--- config.mk ---
export PLATFORM = sky130hd
export DESIGN_NAME = p4_router_port_arbiter
export DESIGN_NICKNAME = d
export VERILOG_FILES = /design/src/rtl/p4_router_pkg.sv /design/src/rtl/p4_router_rr_pick.sv /design/src/rtl/p4_router_port_arbiter.sv
export SDC_FILE = /design/constraint.sdc
export NUM_CORES = 1
export LEC_CHECK = 0
export ABC_AREA = 1
export BUFFER_PORTS_ARGS = -buffer_cell sky130_fd_sc_hd__buf_2
export CORE_AREA = 2 2 201 203
export CTS_BUF_LIST = sky130_fd_sc_hd__clkbuf_2 sky130_fd_sc_hd__clkbuf_4 sky130_fd_sc_hd__clkbuf_8
export CTS_CLUSTER_SIZE = 28
export DETAILED_ROUTE_END_ITERATION = 6
export DIE_AREA = 0 0 203 205
export PLACE_DENSITY = 0.48
export SYNTH_ARGS = -nofsm -noshare
export SYNTH_HDL_FRONTEND = slang
export SYNTH_SLANG_ARGS = --single-unit
--- constraint.sdc ---
create_clock -name clk -period 5.3 [get_ports clk]
set_input_delay 0 -clock clk [delete_from_list [all_inputs] [get_ports clk]]
set_output_delay 0 -clock clk [all_outputs]
set_load 0.01 [all_outputs]
--- src/rtl/p4_router_pkg.sv ---
// p4_router_pkg: shared types and constants for the P4 router ingress path.
// Holds the arbiter FSM encoding, the width-class table used to size
// DATA_BYTES for each arbiter instance, and a helper for index widths.
package p4_router_pkg;

    localparam int MAX_ARB_PORTS = 16;

    typedef enum logic {
        ARB_IDLE,
        ARB_LOCKED
    } arb_state_t;

    // One arbiter instance per ingress width class.
    typedef enum logic [1:0] {
        WIDTH_IDX_8B,
        WIDTH_IDX_16B,
        WIDTH_IDX_32B,
        WIDTH_IDX_64B
    } width_index_t;

    // DATA_BYTES for each width class, indexed by width_index_t.
    localparam int WIDTH_INDEX_BYTES [4] = '{1, 2, 4, 8};

    // Width of a port index; a single-port arbiter still needs one bit.
    function automatic int idx_width(input int n);
        return (n > 1) ? $clog2(n) : 1;
    endfunction

endpackage

--- src/rtl/p4_router_rr_pick.sv ---
// p4_router_rr_pick: combinational round-robin pick. Searches the request
// vector starting one past last_grant and wrapping at NUM_PORTS-1 -> 0.
module p4_router_rr_pick
    import p4_router_pkg::*;
#(
    parameter int NUM_PORTS = 4,
    parameter int IDX_W     = idx_width(NUM_PORTS)
) (
    input  logic [NUM_PORTS-1:0] req,
    input  logic [IDX_W-1:0]     last_grant,
    output logic                 hit,
    output logic [IDX_W-1:0]     grant
);

    int               cand;
    logic [IDX_W-1:0] cand_idx;

    // Walk offsets from farthest to nearest so the nearest requester wins.
    always_comb begin
        hit      = 1'b0;
        grant    = '0;
        cand     = 0;
        cand_idx = '0;
        for (int i = NUM_PORTS; i >= 1; i--) begin
            cand     = (int'(last_grant) + i) % NUM_PORTS;
            cand_idx = IDX_W'(cand);
            if (req[cand_idx]) begin
                hit   = 1'b1;
                grant = cand_idx;
            end
        end
    end

endmodule

--- src/rtl/p4_router_port_arbiter.sv ---
// p4_router_port_arbiter: packet-atomic round-robin AXI-Stream merge of
// NUM_PORTS ingress ports into one registered output stream, each beat
// tagged with PORT_ID_OFFSET + local port index.
// Optional per-port completed-packet counters: define P4_ROUTER_ARB_STATS_EN.
module p4_router_port_arbiter
    import p4_router_pkg::*;
#(
    parameter int NUM_PORTS      = 4,
    parameter int DATA_BYTES     = 8,
    parameter int TID_WIDTH      = 8,
    parameter int PORT_ID_OFFSET = 0
) (
    input  logic                             clk,
    input  logic                             areset,
    input  logic [NUM_PORTS*DATA_BYTES*8-1:0] s_tdata,
    input  logic [NUM_PORTS*DATA_BYTES-1:0]   s_tkeep,
    input  logic [NUM_PORTS-1:0]              s_tvalid,
    input  logic [NUM_PORTS-1:0]              s_tlast,
    output logic [NUM_PORTS-1:0]              s_tready,
    output logic [DATA_BYTES*8-1:0]           m_tdata,
    output logic [DATA_BYTES-1:0]             m_tkeep,
    output logic                              m_tvalid,
    output logic                              m_tlast,
    output logic [TID_WIDTH-1:0]              m_tid,
    input  logic                              m_tready,
    output logic [NUM_PORTS*32-1:0]           pkt_count
);

    localparam int     IDX_W   = idx_width(NUM_PORTS);
    localparam int     DW      = DATA_BYTES * 8;
    localparam longint MAX_TID = longint'(PORT_ID_OFFSET) + longint'(NUM_PORTS) - 1;

    if (NUM_PORTS < 1 || NUM_PORTS > MAX_ARB_PORTS) begin : g_chk_ports
        $error("p4_router_port_arbiter: NUM_PORTS must be 1..%0d", MAX_ARB_PORTS);
    end
    if (!(DATA_BYTES == 1 || DATA_BYTES == 2 || DATA_BYTES == 4 || DATA_BYTES == 8)) begin : g_chk_bytes
        $error("p4_router_port_arbiter: DATA_BYTES must be 1, 2, 4 or 8");
    end
    if (TID_WIDTH < 63 && (MAX_TID >> TID_WIDTH) != 0) begin : g_chk_tid
        $error("p4_router_port_arbiter: PORT_ID_OFFSET+NUM_PORTS-1 does not fit in TID_WIDTH");
    end

    arb_state_t        state_q;
    logic [IDX_W-1:0]  grant_q;
    logic [IDX_W-1:0]  last_grant_q;
    logic [DW-1:0]     m_tdata_q;
    logic [DATA_BYTES-1:0] m_tkeep_q;
    logic              m_tvalid_q;
    logic              m_tlast_q;
    logic [TID_WIDTH-1:0] m_tid_q;

    logic              pick_hit;
    logic [IDX_W-1:0]  pick_grant;
    logic              out_ready;
    logic              beat_accept;
    logic              sel_last;
    logic [DW-1:0]         port_data [NUM_PORTS];
    logic [DATA_BYTES-1:0] port_keep [NUM_PORTS];

    p4_router_rr_pick #(
        .NUM_PORTS (NUM_PORTS),
        .IDX_W     (IDX_W)
    ) u_pick (
        .req        (s_tvalid),
        .last_grant (last_grant_q),
        .hit        (pick_hit),
        .grant      (pick_grant)
    );

    // The output register can take a new beat when empty or being drained.
    assign out_ready = !m_tvalid_q || m_tready;

    for (genvar gi = 0; gi < NUM_PORTS; gi++) begin : g_port
        assign port_data[gi] = s_tdata[gi*DW +: DW];
        assign port_keep[gi] = s_tkeep[gi*DATA_BYTES +: DATA_BYTES];
        assign s_tready[gi]  = (state_q == ARB_LOCKED) && (grant_q == IDX_W'(gi)) && out_ready;
    end

    assign beat_accept = |(s_tvalid & s_tready);
    assign sel_last    = s_tlast[grant_q];

    // Arbitration FSM: pick in IDLE, hold the grant until the tlast beat is taken.
    always_ff @(posedge clk or posedge areset) begin
        if (areset) begin
            state_q      <= ARB_IDLE;
            grant_q      <= '0;
            last_grant_q <= IDX_W'(NUM_PORTS - 1);
        end else begin
            case (state_q)
                ARB_IDLE: begin
                    if (pick_hit) begin
                        grant_q      <= pick_grant;
                        last_grant_q <= pick_grant;
                        state_q      <= ARB_LOCKED;
                    end
                end
                ARB_LOCKED: begin
                    if (beat_accept && sel_last) begin
                        state_q <= ARB_IDLE;
                    end
                end
                default: state_q <= ARB_IDLE;
            endcase
        end
    end

    // Output register slice: loads on each accepted beat, holds under backpressure.
    always_ff @(posedge clk or posedge areset) begin
        if (areset) begin
            m_tvalid_q <= 1'b0;
            m_tlast_q  <= 1'b0;
            m_tdata_q  <= '0;
            m_tkeep_q  <= '0;
            m_tid_q    <= '0;
        end else if (out_ready) begin
            m_tvalid_q <= beat_accept;
            if (beat_accept) begin
                m_tdata_q <= port_data[grant_q];
                m_tkeep_q <= port_keep[grant_q];
                m_tlast_q <= sel_last;
                m_tid_q   <= TID_WIDTH'(32'(PORT_ID_OFFSET) + 32'(grant_q));
            end
        end
    end

    assign m_tvalid = m_tvalid_q;
    assign m_tlast  = m_tlast_q;
    assign m_tdata  = m_tdata_q;
    assign m_tkeep  = m_tkeep_q;
    assign m_tid    = m_tid_q;

`ifdef P4_ROUTER_ARB_STATS_EN
    for (genvar gi = 0; gi < NUM_PORTS; gi++) begin : g_stats
        logic [31:0] cnt_q;

        // Count packets whose tlast beat was accepted from this port; wraps at 2^32.
        always_ff @(posedge clk or posedge areset) begin
            if (areset) begin
                cnt_q <= '0;
            end else if (s_tvalid[gi] && s_tready[gi] && s_tlast[gi]) begin
                cnt_q <= cnt_q + 32'd1;
            end
        end

        assign pkt_count[gi*32 +: 32] = cnt_q;
    end
`else
    assign pkt_count = '0;
`endif

endmodule

==> results.py <==
metrics = {
    "grt": {
        "grt_usage_pct": 12.4,
        "grt_pass1_vias": 7441,
        "grt_antenna_before_repair": 3,
        "grt_pass1_wl_mm": 39.9,
        "grt_max_degree": 80,
        "overflow": 0,
    },
    "clocking": {
        "htreeDepth": 3,
        "tritoncts": "done",
        "cts_buffers": 9,
        "clockBufferDepth": 2,
        "root_buffer": "clkbuf_8",
        "cts.repair.resized": 0,
        "clkSinkCount": 81,
        "insertion_delay_ns": 0.39,
        "cts.reportedPaths.clkPinSlew_ns": 0.08,
    },
    "hold_path": {
        "hold_path_class": "in -> reg",
    },
    "die": {
        "dieArea_mm2": 0.0416,
        "die_w_um": 203,
        "io_pins": 513,
        "rows": 73,
        "die_h_um": 205,
        "coreArea_mm2": 0.0394,
        "start_util_pct": 16.3,
    },
    "synth": {
        "syn_avg_cell_area_um2": 6.65,
        "synthAdderAreaFrac_pct": 0,
        "seq_area_frac_synth_pct": 31.6,
        "synth_edf_count": 0,
        "synth-simple-area-share_pct": 45.4,
        "synth_mux_area_share_pct": 0,
        "netlist_top_cells_area": "dfrtp_1 (31%), nand2_1 (20%), nand3_1 (17%)",
        "synth_commonest_cells": "nand2_1 (340), nand3_1 (221), buf_4 (138), dfrtp_1 (79), nand4_1 (74)",
        "yosys_warnings": 0,
        "netlist_area_mm2": 0.00643,
        "async_flop_share_pct": 100,
        "synth_top_family_by_area": "simple AND/OR/NAND/NOR gates",
        "synth-seq-cells": 81,
        "yosysTopAreaCellShare_pct": 30.8,
        "yosys_most_used_dff": "dfrtp_1",
        "synth_top_area_cell": "dfrtp_1",
        "synth_most_common_cell": "nand2_1",
        "synth_compound_area_share_pct": 0.526,
        "synth_xor_area_share_pct": 0,
        "synth_cell_type_count": 21,
        "syn_inst": 966,
    },
    "detailed_routing": {
        "detail-route-antenna-nets": 0,
        "dr.pass1.iters": 5,
        "drc_errors": 0,
        "drt-total-wl_mm": 27.4,
        "viasPerCell": 4.05,
        "wire_per_inst_um": 13.9,
        "vias": 7959,
        "drt_iter0_markers": 462,
    },
    "critical_path": {
        "cpMostUsedCell": "nand2_1",
        "path_buf_inv": 2,
        "cp.required_ns": 5.62,
        "regToRegSetupSlack_ns": 2.28,
        "crit_path_cell_trace": "buf_4, nand3_1, nand4_1, dlygate4sd3_1, nand2_1, nand2_1",
        "crit_family": "buffers and inverters",
        "end_kind": "flip-flop",
        "slowest_stage": "dfrtp_4",
        "crit_fanout": 79,
        "worstSetupPathType": "reg -> reg",
        "cpPeakStageDelay_ns": 0.97,
        "critPathLaunchType": "flip-flop",
        "crit_arrival_ns": 3.34,
    },
    "layout": {
        "drive_gt1_share_pct": 29.0,
        "final_area_mm2": 0.00989,
        "areaGrowthSynthToFinish_pct": 53.9,
        "layout.nets": 1734,
    },
    "timing": {
        "slew_headroom_pct": 38.9,
        "fin_skew_ns": 0.0101,
        "setup_viol": 0,
        "hold_viol_final": 0,
        "finalCriticalPeriod_ns": 3.02,
        "rsz0062_at_grt": "false",
        "fin_ws_ns": 2.28,
        "tightest_slew_ns": 0.916,
        "finalSetupTns_ns": 0,
        "slew_viol_final": 0,
        "fin_crit_sh_pct": 56.9,
        "clock.fmax_ghz": 0.331,
    },
    "placed_design": {
        "routabilityCongestion": 0.819,
        "io_buffers": 378,
        "place_ws_ns": 2.21,
        "place_hpwl_mm": 19.6,
        "placed_cell_area_mm2": 0.00820,
    },
    "pwr": {
        "leakage_nw": 5.30,
        "ir_worst_vdd_uv": 345,
        "p_per_area_mw_per_mm2": 502,
        "total_power_w": 0.00496,
    },
    "job": {
        "max_cap_viol_count": 0,
    },
    "outcome": {
        "status": "complete, no violations",
    },
}
## path summary, 6_finish.rpt
kind | from | end | cells after the start
setup reg to reg | grant_q[0] | m_tkeep[2] | 6
hold / removal | s_tvalid[1] | m_tid[1] | 4
setup / recovery | grant_q[0] | m_tkeep[2] | 6
min in group asynchronous | areset | m_tkeep[4] | 3
hold reg to reg | m_tkeep[2] | m_tkeep[2] | 2
max in group asynchronous | areset | grant_q[0] | 4
## per-stage QoR
stage                     hold slack, ns  utilization [%]  cells
after floorplan                   0.0806                -   1099
after CTS                        0.00524             25.1   1965
after global placement             0.109             20.8   1803
after global routing              0.0379             25.1   1965
after detailed placement           0.112             20.8   1803
final                             0.0521             25.1   1966
## registers in the layout (all words and copies together), names as in the netlist
name,count
grant_q,2
last_grant_q,2
m_tdata,64
m_tid,2
m_tkeep,8
m_tlast,1
m_tvalid,1
state_q,1
## area by class of cell
type | count | area (µm²)
timing repair buffer | 533 | 3420
clock buffer | 13 | 166
sequential | 81 | 2040
inverter | 19 | 73.8
clock inverter | 3 | 65.1
antenna | 1 | 2.50
fill | 4430 | 29500
multi-input combinational | 791 | 3470
tap | 525 | 657
## worst min-delay path, cell delays in order
cell and delay, ns:
buf_2 0.10, nand4_1 0.12, nand2_1 0.14, nor2_1 0.06
## placed cells by master, fill, tap and decap left out, drive strengths merged, types with 3 or more instances in the layout
| master | instances |
|---|---|
| o21ai | 3 |
| nor2 | 13 |
| dfrtp | 79 |
| nand3 | 221 |
| buf | 387 |
| conb | 134 |
| nand4 | 74 |
| clkbuf | 13 |
| nand2 | 340 |
| dlygate4sd3 | 146 |
| inv | 19 |
## power breakdown
| group | switching (W) | internal, W | leakage (nW) |
|---|---|---|---|
| Sequential | 0.000339 | 0.000925 | 1.01 |
| Clock | 0.000244 | 0.000301 | 0.120 |
| Combinational | 0.00183 | 0.00133 | 4.17 |
| Total | 0.00241 | 0.00255 | 5.30 |
## what timing repair did
action | CTS | global route
hold buffers | 146 | 0
endpoints found under the setup margin | 0 | 0
setup buffers | 0 | 0
endpoints found under the hold margin | 114 | 0
## cells by family after synthesis
group	Yosys count
AO/OA/AOI/OAI	6
AND/OR/NAND/NOR	651
flip-flops	81
other	1
buffers and inverters	227
## layer usage
layer	track usage [%]	vias to the layer above	part of all wire (%)
li1	-	3874	-
met4	4.28	2	2.4
met5	0	-	0.044
met2	22.6	365	51
met1	13.9	3680	40
met3	3.40	38	7.3
(Power assumes the default switching activity.)
